--- config.mk ---
export PLATFORM = sky130hd
export DESIGN_NAME = ball_motion
export DESIGN_NICKNAME = d
export VERILOG_FILES = /design/src/rtl/ball_motion.sv
export SDC_FILE = /design/constraint.sdc
export NUM_CORES = 1
export LEC_CHECK = 0
export CAP_MARGIN = 20
export CORE_MARGIN = 3
export CORE_UTILIZATION = 30
export DETAILED_ROUTE_END_ITERATION = 12
export HOLD_SLACK_MARGIN = 0.1
export PLACE_DENSITY = 0.5
export SKIP_LAST_GASP = 1
export SLEW_MARGIN = 40
export SYNTH_ARGS = -nofsm -noshare
export SYNTH_HDL_FRONTEND = slang
export SYNTH_SLANG_ARGS = --single-unit
--- constraint.sdc ---
create_clock -name clk -period 5.8 [get_ports clk]
set_input_delay 0.58 -clock clk [delete_from_list [all_inputs] [get_ports clk]]
set_output_delay 0.58 -clock clk [all_outputs]
set_load 0.02 [all_outputs]
--- src/rtl/ball_motion.sv ---
// Ball position/direction tracker: steps the ball each frame tick, bouncing off walls, the paddle
// and brick hits. Define SPEEDUP_EN to build the paddle-hit counter that raises the speed.
module ball_motion #(
    parameter int unsigned COORD_W      = 10,
    parameter int unsigned STEP_W       = 4,
    parameter int unsigned X_START      = 316,
    parameter int unsigned Y_START      = 400,
    parameter int unsigned SPEEDUP_HITS = 4,
    parameter int unsigned STEP_MAX     = 8
) (
    input  logic               clk,
    input  logic               reset,
    input  logic               tick,
    input  logic               launch,
    input  logic [COORD_W-1:0] x_max,
    input  logic [COORD_W-1:0] y_max,
    input  logic [COORD_W-1:0] size,
    input  logic [STEP_W-1:0]  step,
    input  logic [COORD_W-1:0] paddle_x,
    input  logic [COORD_W-1:0] paddle_w,
    input  logic               brick_hit_x,
    input  logic               brick_hit_y,
    output logic [COORD_W-1:0] x,
    output logic [COORD_W-1:0] y,
    output logic               x_du,
    output logic               y_du,
    output logic               lost,
    output logic [1:0]         state,
    output logic [STEP_W-1:0]  speed
);

    localparam int unsigned CW1 = COORD_W + 1;
    localparam logic [COORD_W-1:0] XStart = COORD_W'(X_START);
    localparam logic [COORD_W-1:0] YStart = COORD_W'(Y_START);

    typedef enum logic [1:0] {StIdle = 2'd0, StMove = 2'd1, StLost = 2'd2} state_e;

    state_e               state_q, state_d;
    logic [COORD_W-1:0]   x_q, x_d, y_q, y_d;
    logic                 x_du_q, x_du_d, y_du_q, y_du_d;
    logic                 lost_q, lost_d;
    logic [STEP_W-1:0]    speed_q, speed_d, launch_speed;
    logic                 bx_q, bx_d, by_q, by_d;

    logic [CW1-1:0]       xl, yl, spd, nx, ny;
    logic [COORD_W-1:0]   xm, ym;
    logic                 move_en, flip_x, flip_y, overlap, bottom_hit, miss;

`ifdef SPEEDUP_EN
    localparam int unsigned HitW = $clog2(SPEEDUP_HITS + 1);
    logic [HitW-1:0] hits_q, hits_d;
    assign launch_speed = (step > STEP_W'(STEP_MAX)) ? STEP_W'(STEP_MAX) : step;
`else
    assign launch_speed = step;
`endif

    // Saturating limits so a ball larger than the field pins to 0 instead of wrapping.
    assign xl       = (size >= x_max) ? '0 : (CW1'(x_max) - CW1'(size));
    assign yl       = (size >= y_max) ? '0 : (CW1'(y_max) - CW1'(size));
    assign spd      = CW1'(speed_q);
    assign nx       = CW1'(x_q) + spd;
    assign ny       = CW1'(y_q) + spd;
    assign xm       = x_q - COORD_W'(speed_q);
    assign ym       = y_q - COORD_W'(speed_q);
    assign move_en  = (state_q == StMove) && tick && (speed_q != '0);
    assign flip_x   = bx_q | brick_hit_x;
    assign flip_y   = by_q | brick_hit_y;
    assign overlap  = ((CW1'(x_q) + CW1'(size)) > CW1'(paddle_x)) &&
                      (CW1'(x_q) < (CW1'(paddle_x) + CW1'(paddle_w)));
    assign bottom_hit = move_en && y_du_q && (ny >= yl);
    assign miss       = bottom_hit && !overlap;

    always_ff @(posedge clk) begin
        if (reset) begin
            state_q <= StIdle;
        end else begin
            state_q <= state_d;
        end
    end

    always_comb begin
        state_d = state_q;
        unique case (state_q)
            StIdle:  if (launch) state_d = StMove;
            StMove:  if (miss) state_d = StLost;
            StLost:  if (launch) state_d = StIdle;
            default: state_d = StIdle;
        endcase
    end

    always_comb begin
        x_d     = x_q;
        y_d     = y_q;
        x_du_d  = x_du_q;
        y_du_d  = y_du_q;
        speed_d = speed_q;
        bx_d    = bx_q;
        by_d    = by_q;
        lost_d  = 1'b0;
`ifdef SPEEDUP_EN
        hits_d  = hits_q;
`endif
        unique case (state_q)
            StIdle: begin
                x_d  = XStart;
                y_d  = YStart;
                bx_d = 1'b0;
                by_d = 1'b0;
                if (launch) begin
                    speed_d = launch_speed;
                    x_du_d  = 1'b1;
                    y_du_d  = 1'b0;
                end
            end
            StMove: begin
                // Latches collect brick pulses between ticks and are consumed by the next tick.
                bx_d   = tick ? 1'b0 : flip_x;
                by_d   = tick ? 1'b0 : flip_y;
                lost_d = miss;
                if (move_en && x_du_q && (nx >= xl)) begin
                    x_d    = xl[COORD_W-1:0];
                    x_du_d = 1'b0;
                end else if (move_en && !x_du_q && (CW1'(x_q) <= spd)) begin
                    x_d    = '0;
                    x_du_d = 1'b1;
                end else begin
                    if (move_en) x_d = x_du_q ? nx[COORD_W-1:0] : xm;
                    if (tick) x_du_d = x_du_q ^ flip_x;
                end
                if (move_en && !y_du_q && (CW1'(y_q) <= spd)) begin
                    y_d    = '0;
                    y_du_d = 1'b1;
                end else if (bottom_hit) begin
                    y_d = yl[COORD_W-1:0];
                    if (overlap) y_du_d = 1'b0;
                end else begin
                    if (move_en) y_d = y_du_q ? ny[COORD_W-1:0] : ym;
                    if (tick) y_du_d = y_du_q ^ flip_y;
                end
`ifdef SPEEDUP_EN
                if (bottom_hit && overlap) begin
                    if (hits_q == HitW'(SPEEDUP_HITS - 1)) begin
                        hits_d = '0;
                        if (speed_q < STEP_W'(STEP_MAX)) speed_d = speed_q + 1'b1;
                    end else begin
                        hits_d = hits_q + 1'b1;
                    end
                end
`endif
            end
            StLost: begin
                bx_d = 1'b0;
                by_d = 1'b0;
                if (launch) begin
                    x_d    = XStart;
                    y_d    = YStart;
                    x_du_d = 1'b1;
                    y_du_d = 1'b0;
`ifdef SPEEDUP_EN
                    hits_d = '0;
`endif
                end
            end
            default: ;
        endcase
    end

    always_ff @(posedge clk) begin
        if (reset) begin
            x_q     <= XStart;
            y_q     <= YStart;
            x_du_q  <= 1'b1;
            y_du_q  <= 1'b0;
            lost_q  <= 1'b0;
            speed_q <= '0;
            bx_q    <= 1'b0;
            by_q    <= 1'b0;
`ifdef SPEEDUP_EN
            hits_q  <= '0;
`endif
        end else begin
            x_q     <= x_d;
            y_q     <= y_d;
            x_du_q  <= x_du_d;
            y_du_q  <= y_du_d;
            lost_q  <= lost_d;
            speed_q <= speed_d;
            bx_q    <= bx_d;
            by_q    <= by_d;
`ifdef SPEEDUP_EN
            hits_q  <= hits_d;
`endif
        end
    end

    assign x     = x_q;
    assign y     = y_q;
    assign x_du  = x_du_q;
    assign y_du  = y_du_q;
    assign lost  = lost_q;
    assign state = state_q;
    assign speed = speed_q;

endmodule

# Word-level counts from Yosys, hierarchy flattened
# Cells that the tools add are included.
dict set report totals {
  inputBits 60
  out_inout_bits 29
  reg_bits 31
}
dict set report classes {
  add_sub_neg 8
  n_lt_le_gt_ge 8
  n_reduce_logical 27
  muxes 33
  eq_ne 11
  bitwise 5
}
# operator count
set op_table {}
lappend op_table {{2-to-1 mux 10 bit} 10}
lappend op_table {{case mux 10 bit (3 select lines)} 2}
lappend op_table {{adder 10 x 10 -> 11 bit} 2}
lappend op_table {{adder 10 x 4 -> 11 bit} 2}
lappend op_table {{greater-or-equal comparator 11 bit} 2}
lappend op_table {{2-to-1 mux 11 bit} 2}
lappend op_table {{subtractor 10 x 10 -> 11 bit} 2}
lappend op_table {{greater-or-equal comparator 10 bit} 2}
lappend op_table {{<= comparator 10 x 4 -> 1 bit} 2}
lappend op_table {{subtractor 10 x 4 -> 10 bit} 2}
lappend op_table {{logical AND 1 bit} 12}
lappend op_table {{!= test 4 x 3 -> 1 bit, second input constant} 3}
lappend op_table {{AND reduction 3 bit} 4}
lappend op_table {{> comparator 11 x 10 -> 1 bit} 1}
lappend op_table {{< comparator 10 x 11 -> 1 bit} 1}
lappend op_table {{2-to-1 mux 1 bit} 11}
lappend op_table {{!= test 4 x 2 -> 1 bit, second input constant} 2}
lappend op_table {{case mux 1 bit (2 select lines)} 4}
lappend op_table {{2-to-1 mux 2 bit} 3}
lappend op_table {{!= test 2 bit, second input constant} 3}
lappend op_table {{case mux 2 bit (3 select lines)} 1}
lappend op_table {{AND reduction 4 bit} 1}
lappend op_table {{nonzero test 4 bit} 1}
lappend op_table {{OR reduction 2 bit} 2}
lappend op_table {{other kinds (11)} 15}

# Depth between registers and ports, before layout
# Gate-level depths: netlist of run 1.
dict set report logic_depth {
  ltp_word 8
  depth_mapped 21
  ltp_nobuf 19
}

# Worst setup path before layout of run 1
# OpenSTA, ideal clock, no wires.
dict set report synth_timing {
  path_type {input to register}
  start {input x_max[0]}
  end {register x_q[8] (netlist: x[8])}
  path_slack_ns 1.261
  arrival_time_ns 4.462
  t_required_ns 5.723
  stages 19
  setup_time_ns 0.077
  path_cell_list {inv_1 > ha_1 > inv_1 > fa_1 > a21o_1 > a21oi_1 > nor2_1 > a2111oi_0 > and2b_1 > o21ai_0 > nand3b_1 > ha_1 > a211oi_2 > nand2_1 > a211o_1 > o221a_1 > buf_6 > or4_4 > a41oi_2}
}
dict set report synth_between {
  elab_chain_cells 6
  word_cells_on_any_way 9
}
# element line
set synth_lines {}
lappend synth_lines {{start, declared} 15} ;# input logic [COORD_W-1:0] x_max,
lappend synth_lines {{subtractor 10 x 10 -> 11 bit or greater-or-equal comparator 10 bit (tied branches)} 58} ;# assign xl = (size >= x_max) ? '0 : (CW1'(x_max) - CW1'(size));
lappend synth_lines {{2-to-1 mux 11 bit *} 58}
lappend synth_lines {{greater-or-equal comparator 11 bit} 120} ;# if (move_en && x_du_q && (nx >= xl)) begin
lappend synth_lines {{logical AND 1 bit} 120}
lappend synth_lines {{!= test 4 x 2 -> 1 bit (no source line) or 2-to-1 mux 10 bit (tied branches)} n/a}
lappend synth_lines {{AND reduction 3 bit (no source line) or case mux 10 bit (3 select lines) (tied branches)} n/a}
lappend synth_lines {{end signal, assigned} 170} ;# x_q <= XStart;
lappend synth_lines {{end, declared} 39} ;# logic [COORD_W-1:0] x_q, x_d, y_q, y_d;
# Mark *: on every way between the ends. The rest lies on a longest branch, timed or not.
# A chain may end at the register's enable or synchronous reset.

# Final worst setup path of run 1
dict set report layout_timing {
  start {input size[0]}
  end {register x_q[8] (netlist: x[8])}
}
dict set report layout_between {
  elab_chain_cells 6
  word_cells_on_any_way 9
}
# element line
set layout_lines {}
lappend layout_lines {{start, declared} 17} ;# input logic [COORD_W-1:0] size,
lappend layout_lines {{subtractor 10 x 10 -> 11 bit or greater-or-equal comparator 10 bit (tied branches)} 58}
lappend layout_lines {{2-to-1 mux 11 bit *} 58}
lappend layout_lines {{greater-or-equal comparator 11 bit} 120}
lappend layout_lines {{logical AND 1 bit} 120}
lappend layout_lines {{!= test 4 x 2 -> 1 bit (no source line) or 2-to-1 mux 10 bit (tied branches)} n/a}
lappend layout_lines {{AND reduction 3 bit (no source line) or case mux 10 bit (3 select lines) (tied branches)} n/a}
# Marks and branches as above.

==> run metrics, run 1 <==
Area Growth Syn to Fin 23.6%; total negative slack 0 ns; Max Fclk between 150 and 200 MHz; Worst Path Required about 6.0 ns; count of pins over their slew limit 0; Max IR drop VDD 90.4 uV; largest net degree at the start of global routing 20; Power, Total between 1 and 1.5 mW; Mapped Area around 0.0054 mm2; fin worst setup slack 0.565 ns; most common cell in the netlist ha_1; multi-input logic area 0.00447 mm2; M1 WL 8130 um; status finished clean; Synth top cells by count 97 x ha_1, 65 x nor2_1, 60 x a21oi_1, 57 x inv_1, 43 x nand2_1; first-pass GRT wire length 28,700 um; Mapped Nets a little under 900; Worst Tran Pin Value 0.716 ns; Routed met2 length about 8900 um; Top Layer Used met4; clock sinks 31; P per Cell Area about 150 mW/mm2; # nets final around 960; final RePlAce weighted congestion ~0.86; total number of vias 5,518; number of detailed-route iterations in the first pass 5; Worst Hold Class flip-flop to flip-flop; asr flop ratio synth 0%; final WL 18,000 um; sequential area share after synthesis between 10 and 15%; First DRT Iteration DRCs between 200 and 300; Starting Density approximately 31%; fill count 1,821; Critical Path Fanout Max 11; Vias/cell 5.42; crit path time final 5.23 ns; max_cap viols 0; placed insts ~1,000; TritonCTS clock tree done; Setup-failing EPs final 0; IO Pins 89; clock root buffer master clkbuf_16; total global routing overflow 0; TritonCTS Buffers 5; largest cells by area after synthesis ha_1 22%, dfxtp_1 11%, a21oi_1 5.5%; RSZ-0062 raised after global routing no; Unique masters post-synth 66; final setup skew ~0.0089 ns; post-CTS resize count 0; CORE AREA between 0.015 and 0.02 mm2; #FFs+latches synth 31; number of synthesized flops with an enable pin 0; dpl ws roughly 0.3 ns; layout cells sized above 1 under 10%; Synth warnings 0; antenna violations before repair 0; I/O Buffers 88; GR Util All Layers between 15 and 20%; flop-to-flop setup slack around 1.2 ns; post-DP HPWL around 15,000 um; Reg clk slew, reported paths about 0.060 ns; slew margin rel. 52.2%; metal3 WL between 700 and 800 um; n_diodes 0; storage element area 621 um2; area leader, netlist ha_1; prevailing post-synth register cell dfxtp_1; Worst-Skew Late Latency between 0.2 and 0.3 ns; Critical Path AT between 5 and 6 ns; period utilisation layout 90.3%; num rows 48; postcts setup bufs 0; Hold Vio Cnt, Final 0; clk buf depth 2; wire length per cell ~18 um; vias in the first global route between 5,000 and 6,000; crit path kind input pin to flip-flop; hold buffers post-CTS 0; non-filler cells, final 1,018; DRC viols 0; H-tree levels 2; CP endpoint kind flip-flop; Die X ~140 um; CP startpoint kind input pin; area of the die 0.0197 mm2; post-synthesis cell count between 700 and 800; post-synth top area share 22.4%; ANT nets after route 0; P_leak about 2.9 nW; syn avg cell area 7.55 um2; DIE HEIGHT 140 um
## report_power, final
part,internal [mW],switching [mW]
Combinational,0.214,0.252
Sequential,0.217,0.0116
Clock,0.213,0.0975
Total,0.644,0.361
## state kept, by name (all words and copies together), names as in the netlist
name and count:
x 10, y 10, speed 4, state 2, bx_q 1, by_q 1, lost 1, x_du 1
y_du 1
## area by class of cell
cell class | count | share of cell area, %
clock buffers | 6 | 2.08
clock inverters | 2 | 0.524
inverters | 57 | 3.20
multi-input cells | 603 | 66.9
flip-flops and latches | 31 | 9.28
well taps | 225 | 4.21
repair buffers | 94 | 13.8
## worst max-delay path, stage by stage
cell             delay, ns
clkdlybuf4s50_1       0.58
ha_1                  0.22
inv_1                 0.06
fa_1                  0.41
a21o_1                0.20
a21oi_1               0.25
nor2_1                0.06
a2111oi_0             0.56
and2b_1               0.25
o21ai_0               0.14
nand3b_1              0.10
ha_1                  0.31
a211oi_2              0.27
nand2_1               0.11
a211o_1               0.27
o221a_1               0.35
or4_4                 0.56
a41oi_2               0.16
## kinds of logic after synthesis
kind of cell,Yosys count,share of synthesized area (%)
adders and majority gates,105,25.4
and+or+nand+nor,235,22.2
DFF,31,11.5
muxes,8,1.50
AOI/OAI and AO/OA,205,25.3
xor gates and xnor gates,50,8.09
buffers and inverters,83,6.08
## cell usage in the layout, fill, tap and decap left out, types with 6 or more instances in the layout
cell	instances
clkdlybuf4s50_1	88
o21ai_0	34
and3_1	9
a22oi_1	6
a2111oi_0	6
ha_1	97
a211oi_1	7
a21o_1	19
a21oi_1	59
nor2_1	65
xnor2_1	34
nor2b_1	24
nand3_1	18
inv_1	57
nand2b_1	10
mux2i_1	7
and2_1	8
dfxtp_1	31
a31oi_1	6
nor3_1	16
buf_4	6
xor2_1	16
fa_1	8
nand2_1	43
nand4_1	8
nor4_1	8
o21a_1	14
## layer usage
metal	GRT usage (%)	vias to the layer above
li1	-	2755
met1	23.3	2607
met2	32.1	145
met3	2.59	11
met4	2.35	0
met5	0	-
## final timing paths
path / from / endpoint / depth (start not counted)
max: size[0] / x[8] / 18
min: by_q / by_q / 2
max reg2reg: x[1] / lost / 14
min reg2reg: by_q / by_q / 2
## per-stage QoR
| stage | utilization [%] | hold slack (ns) | area [um2] |
|---|---|---|---|
| after floorplan | - | 0.437 | 5410 |
| after global placement | 37.2 | 0.452 | 6500 |
| after detailed placement | 37.2 | 0.460 | 6500 |
| after CTS | 38.2 | 0.473 | 6680 |
| after global routing | 38.3 | 0.483 | 6690 |
| final | 38.3 | 0.472 | 6690 |
Note: power is estimated with default switching activity, not from simulation.
==> run 2: changes to the inputs <==
--- a/config.mk
+++ b/config.mk
@@ -9,8 +9,9 @@
 export CORE_MARGIN = 3
 export CORE_UTILIZATION = 30
 export DETAILED_ROUTE_END_ITERATION = 12
+export DONT_BUFFER_PORTS = 1
 export HOLD_SLACK_MARGIN = 0.1
-export PLACE_DENSITY = 0.5
+export PLACE_DENSITY = 0.44
 export SKIP_LAST_GASP = 1
 export SLEW_MARGIN = 40
 export SYNTH_ARGS = -nofsm -noshare
==> constraint.sdc (replaced) <==
create_clock -name clk -period 5.8 [get_ports clk]
set_input_delay 0.58 -clock clk [delete_from_list [all_inputs] [get_ports clk]]
set_output_delay 0.58 -clock clk [all_outputs]
set_load 0.05 [all_outputs]
==> run 2 against run 1 <==
- final cell count fell by 7.8%
- power shrank 7.4%
- register-to-register slack lost 0.06 ns
- core utilization fell by 4.7 points
- critical endpoint unchanged
- largest cell class unchanged
- highest routed layer unchanged
==> run metrics, run 2 (synthesis results as in run 1) <==
status finished clean (unchanged); Flop pwr share 24.7% (was 22.8%); Worst Path Required 6.00 ns (was 6.01 ns); GR Util All Layers 17.7% (was 17.9%); Worst Tran Pin Value 0.822 ns (was 0.716 ns); DIE HEIGHT 140 um (unchanged); storage element area 624 um2 (was 621 um2); # nets final 878 (was 957); switching share of power 38.4% (was 35.9%); Setup-failing EPs final 0 (unchanged); Max IR drop VDD 137 uV (was 90.4 uV); RSZ-0062 raised after global routing no (unchanged); Hold Startpoint reset (was by_q); P per Cell Area 159 mW/mm2 (was 150 mW/mm2); crit path time final 4.78 ns (was 5.23 ns); Starting Density 31.0% (unchanged); Worst Hold Class input pin to flip-flop (was flip-flop to flip-flop); CP endpoint kind flip-flop (unchanged); DRC viols 0 (unchanged); final setup skew 0.00815 ns (was 0.00890 ns); Critical Path Fanout Max 18 (was 11); total negative slack 0 ns (unchanged); Int Power 0.574 mW (was 0.644 mW); n_diodes 0 (unchanged); Setup crit start x_max[0] (was size[0]); I/O Buffers 0 (was 88); area of the die 0.0197 mm2 (unchanged); TritonCTS clock tree done (unchanged); Critical Path AT 4.98 ns (was 5.44 ns); Vias/cell 5.56 (was 5.42); Comb power frac 44.7% (was 46.3%); final WL 18,000 um (about the same); fill count 1,836 (was 1,821); crit path kind input pin to flip-flop (unchanged); multi-input logic area 0.00447 mm2 (unchanged); First DRT Iteration DRCs 258 (unchanged); final RePlAce weighted congestion 0.880 (was 0.863); max incr delay on CP 0.60 ns (was 0.58 ns); clock sinks 31 (unchanged); Power, Total 0.931 mW (was 1.01 mW); Hold Vio Cnt, Final 0 (unchanged); layout cells sized above 1 5.46% (was 3.53%); total number of vias 5,217 (was 5,518); CORE AREA 0.0175 mm2 (unchanged); post-CTS resize count 0 (unchanged); first-pass GRT wire length 28,000 um (was 28,700 um); critical-path cell list inv_1 -> ha_1 -> inv_1 -> fa_1 -> a21o_1 -> a21oi_1 -> nor2_1 -> a2111oi_0 -> and2b_1 -> o21ai_0 -> nand3b_1 -> ha_1 -> a211oi_2 -> nand2_1 -> a211o_1 -> o221a_1 -> or4_4 -> a41oi_2 (was clkdlybuf4s50_1 -> ha_1 -> inv_1 -> fa_1 -> a21o_1 -> a21oi_1 -> nor2_1 -> a2111oi_0 -> and2b_1 -> o21ai_0 -> nand3b_1 -> ha_1 -> a211oi_2 -> nand2_1 -> a211o_1 -> o221a_1 -> or4_4 -> a41oi_2); reg-to-reg startpoint speed[2] (was x[1]); Max Fclk 209 MHz (was 191 MHz); postcts setup bufs 0 (unchanged); IO Pins 89 (unchanged); hold buffers post-CTS 0 (unchanged); max_cap viols 0 (unchanged); Worst-Skew Late Latency 0.28 ns (about the same); num rows 48 (unchanged); number of detailed-route iterations in the first pass 5 (unchanged); vias in the first global route 5,140 (was 5,477); count of pins over their slew limit 0 (unchanged); period utilisation layout 82.4% (was 90.3%); clk buf depth 2 (unchanged); fin worst setup slack 1.02 ns (was 0.565 ns); total global routing overflow 0 (unchanged); Area Growth Syn to Fin 8.30% (was 23.6%); slew margin rel. 45.1% (was 52.2%); H-tree levels 2 (unchanged); Reg clk slew, reported paths 0.06 ns (about the same); ANT nets after route 0 (unchanged); CP startpoint kind input pin (unchanged); dpl ws 0.697 ns (was 0.297 ns); WHS 0.364 ns (was 0.472 ns); most frequent cells in the layout 97 x ha_1, 65 x nor2_1, 59 x a21oi_1 (was 97 x ha_1, 88 x clkdlybuf4s50_1, 65 x nor2_1); P_leak 2.55 nW (was 2.86 nW); NetSw 0.357 mW (was 0.361 mW); most common cell after layout, fill and taps aside ha_1 (unchanged); Crit-path slowest cell or4_4 (was clkdlybuf4s50_1); largest net degree at the start of global routing 21 (was 20); TritonCTS Buffers 5 (unchanged); clock root buffer master clkbuf_16 (unchanged); Die X 140 um (unchanged); Clk pwr share 30.6% (was 30.9%); wire length per cell 19.1 um (was 17.7 um); antenna violations before repair 0 (unchanged); post-DP HPWL 14,900 um (was 15,000 um)
==> run 2: routing by layer <==
layer  up-vias  track usage [%]  wire length [um]  share of wire [%]
met3        13             4.10               985                5.5
met1      2488             22.7              7960                 44
met5         -                0                 0                  0
li1       2593                -                 -                  -
met4         0             3.01               189                1.1
met2       123             30.8              8820                 49
==> run 2: cell type report <==
cell class              instances  area share [%]
multi-input cells             603            76.3
flip-flops and latches         31            10.7
well taps                     225            4.80
inverters                      57            3.65
clock buffers                   8            2.67
repair buffers                 15            1.92
==> run 2: path summary, 6_finish.rpt <==
| kind | end | slack, ns | depth (start not counted) |
|---|---|---|---|
| worst max-delay path | x[8] | 1.02 | 18 |
| worst min-delay path | state[1] | 0.36 | 1 |
| worst max register to register | x[8] | 1.15 | 14 |
| worst min register to register | bx_q | 0.47 | 2 |
==> run 2: stage by stage <==
stage | instance area (um2) | cells | utilization (%)
after detailed placement | 5690 | 931 | 32.6
after global routing | 5860 | 939 | 33.5
after floorplan | 5410 | 717 | -
final | 5860 | 939 | 33.5
after CTS | 5850 | 939 | 33.5
after global placement | 5690 | 931 | 32.6
==> run 2: critical path, delay by kind of cell <==
| kind | cells | cell delay (ns) |
|---|---|---|
| fa+ha+maj | 3 | 0.88 |
| compound gates | 8 | 2.27 |
| simple gates | 5 | 1.11 |
| buf+inv | 2 | 0.12 |
==> run 2: power by group through the flow <==
stage	Sequential (mW)	Combinational, mW	Clock, mW
5_1_grt	0.231	0.473	0.298
2_1_floorplan	0.240	0.312	0
6_report	0.230	0.416	0.285
3_5_place_dp	0.234	0.414	0
4_1_cts	0.230	0.418	0.293
3_3_place_gp	0.234	0.408	0
==> run 3: changes to the inputs <==
--- a/config.mk
+++ b/config.mk
@@ -11,7 +11,7 @@
 export DETAILED_ROUTE_END_ITERATION = 12
 export DONT_BUFFER_PORTS = 1
 export HOLD_SLACK_MARGIN = 0.1
-export PLACE_DENSITY = 0.44
+export PLACE_DENSITY = 0.45
 export SKIP_LAST_GASP = 1
 export SLEW_MARGIN = 40
 export SYNTH_ARGS = -nofsm -noshare
==> constraint.sdc (replaced) <==
create_clock -name clk -period 4.2 [get_ports clk]
set_input_delay 0.42 -clock clk [delete_from_list [all_inputs] [get_ports clk]]
set_output_delay 0.42 -clock clk [all_outputs]
set_load 0.05 [all_outputs]
==> run 3 against run 2 <==
- worst hold slack got worse by 0.17 ns
- critical path depth decreased by 3
- clock skew decreased by 0.0050 ns
- sequential share of layout area decreased by 0.57 points
- core utilization increased by 1.9 points
- wire length increased by 2.0%
- register-to-register slack got worse by 0.92 ns
- final cell count increased by 3.8%
- global-route usage increased by 0.28 points
- setup slack got worse by 0.79 ns
- clock power increased by 71%
- die area unchanged
- critical path type is now flip-flop to flip-flop
- critical endpoint is now x[3]
- largest power group unchanged
==> run metrics, run 3 (synthesis results as in run 1) <==
Worst Path Required 4.41 ns (was 6.00 ns); crit path time final around 4.0 ns; H-tree levels 2 (unchanged); Die X 140 um (unchanged); flop-to-flop setup slack 0.23 ns (was 1.15 ns); final RePlAce weighted congestion 0.863 (was 0.880); Int Power 0.903 mW (was 0.574 mW); fill count 1,842 (was 1,836); reg-to-reg startpoint x[0] (was speed[2]); placed insts 966 (was 931); number of detailed-route iterations in the first pass 5 (unchanged); area of the die 0.0197 mm2 (unchanged); num rows 48 (unchanged); most frequent cells in the layout 96 x ha_1, 65 x nor2_1, 58 x a21oi_1 (was 97 x ha_1, 65 x nor2_1, 59 x a21oi_1); Setup-failing EPs final 0 (unchanged); Vias/cell 5.47 (was 5.56); P per Cell Area 228 mW/mm2 (was 159 mW/mm2); multi-input logic area 0.00450 mm2 (was 0.00447 mm2); P_leak 2.75 nW (was 2.55 nW); final setup skew 0.00316 ns (was 0.00815 ns); antenna violations before repair 0 (unchanged); GR Util All Layers 18.0% (was 17.7%); Hold Vio Cnt, Final 0 (unchanged); Cell Area, Placed 0.00597 mm2 (was 0.00569 mm2); wire length per cell 18.8 um (was 19.1 um); First DRT Iteration DRCs 249 (was 258); worst hold path cell count 1 (unchanged); Finished Cell Area 0.00620 mm2 (was 0.00586 mm2); Area Growth Syn to Fin 14.5% (was 8.30%); post-DP HPWL 15,400 um (was 14,900 um); IO Pins 89 (unchanged); slew margin rel. 48.2% (was 45.1%); clock root buffer master clkbuf_16 (unchanged); crit path kind flip-flop to flip-flop (was input pin to flip-flop); largest net degree at the start of global routing 19 (was 21); CP endpoint kind flip-flop (unchanged); Flop pwr share 22.1% (was 24.7%); Worst Hold Class input pin to flip-flop (unchanged); Worst-Skew Late Latency 0.28 ns (about the same); Critical Path Fanout Max 14 (was 18); Power, Total 1.41 mW (was 0.931 mW); RSZ-0062 raised after global routing no (unchanged); Critical Path AT 4.18 ns (was 4.98 ns); Starting Density 31.0% (unchanged); total global routing overflow 0 (unchanged); worst r2r dst x[3] (was x[8]); vias in the first global route 5,302 (was 5,140); non-filler cells, final 975 (was 939); switching share of power 36.1% (was 38.4%); count of pins over their slew limit 0 (unchanged); DRC viols 0 (unchanged); # nets final 914 (was 878); DIE HEIGHT 140 um (unchanged); period utilisation layout about 94%; I/O Buffers 0 (unchanged); worst reg-to-reg path cell count 15 (was 14); CORE AREA 0.0175 mm2 (unchanged); Reg clk slew, reported paths 0.06 ns (about the same); TritonCTS Buffers 5 (unchanged); Max IR drop VDD 113 uV (was 137 uV); ANT nets after route 0 (unchanged); layout cells sized above 1 10.8% (was 5.46%); n_diodes 0 (unchanged); max_cap viols 0 (unchanged); storage element area 624 um2 (unchanged); CP startpoint kind flip-flop (was input pin); final WL 18,300 um (was 18,000 um); Clk pwr share 34.4% (was 30.6%); Comb power frac 43.4% (was 44.7%); status finished clean (unchanged); first-pass GRT wire length 28,400 um (was 28,000 um); NetSw 0.511 mW (was 0.357 mW); total negative slack 0 ns (unchanged); clk buf depth 2 (unchanged); clock sinks 31 (unchanged); TritonCTS clock tree done (unchanged); most common cell after layout, fill and taps aside ha_1 (unchanged); Worst Tran Pin Value 0.776 ns (was 0.822 ns); total number of vias 5,333 (was 5,217); Layout Utilization 35.5% (was 33.5%); Hold Startpoint reset (unchanged); Min-Delay Endpoint speed[2] (was state[1]); Max Fclk about 250 MHz
[run 3: cell types whose count changed in the layout (fill, tap and decap cells not counted), sizes merged]
| cell | delta |
|---|---|
| buf | +36 |
| bufinv | +2 |
| clkbuf | -2 |
[run 3: repair_timing]
item | CTS | global route
endpoints found under the setup margin | 0 | 19
endpoints found under the hold margin | 0 | 0
hold buffers | 0 | 0
buffers inserted | 0 | 1
resized for setup | 0 | 9
[run 3: worst max path at each step]
stage / start / to / slack, ns / cells past startpoint
final: x[0] / x[3] / 0.23 / 15
after global routing: x_max[0] / x[2] / 0.02 / 19
after CTS: x[0] / x[3] / 0.09 / 15
after detailed placement: x_max[0] / x[4] / -0.08 / 19
after global placement: x_max[0] / x[3] / -0.06 / 19
after floorplan: x_max[0] / x[8] / 0.04 / 19
[run 3: critical path: stages (launching register included)]
cell and delay (ns):
dfxtp_1 0.39, ha_1 0.27, fa_1 0.39, nor2b_1 0.18, o2111ai_2 0.21, inv_1 0.08, and3_1 0.25, and3_1 0.21
ha_1 0.31, a211oi_2 0.25, nand2_1 0.10, a211o_1 0.27, o221a_1 0.24, buf_4 0.20, or3_1 0.37, a31oi_1 0.16
[run 3: area by class of cell]
class	instances	share of cell area [%]
timing repair buffer	51	6.18
clock inverter	2	0.969
tap	225	4.54
inverter	57	3.45
sequential	31	10.1
clock buffer	6	2.08
multi-input combinational	603	72.7
[run 3: power groups by stage]
stage	sequential (mW)	combinational [mW]	clock (mW)
global placement	0.319	0.595	0
finish	0.313	0.614	0.487
global route	0.314	0.692	0.506
CTS	0.313	0.607	0.492
floorplan	0.332	0.434	0
detailed placement	0.320	0.602	0
[run 3: per-layer routing]
layer | share of wire (%) | track usage, % | wire (um)
met1 | 46 | 23.2 | 8430
met2 | 48 | 31.1 | 8830
met5 | 0 | 0 | 0
met4 | 1.4 | 3.57 | 252
met3 | 4.4 | 3.76 | 804
[run 3: stage by stage]
step                hold WS, ns  setup slack, ns
floorplan                 0.437           0.0373
global placement          0.455          -0.0594
detailed placement        0.457          -0.0810
CTS                       0.198           0.0924
global route              0.192           0.0185
finish                    0.195            0.232
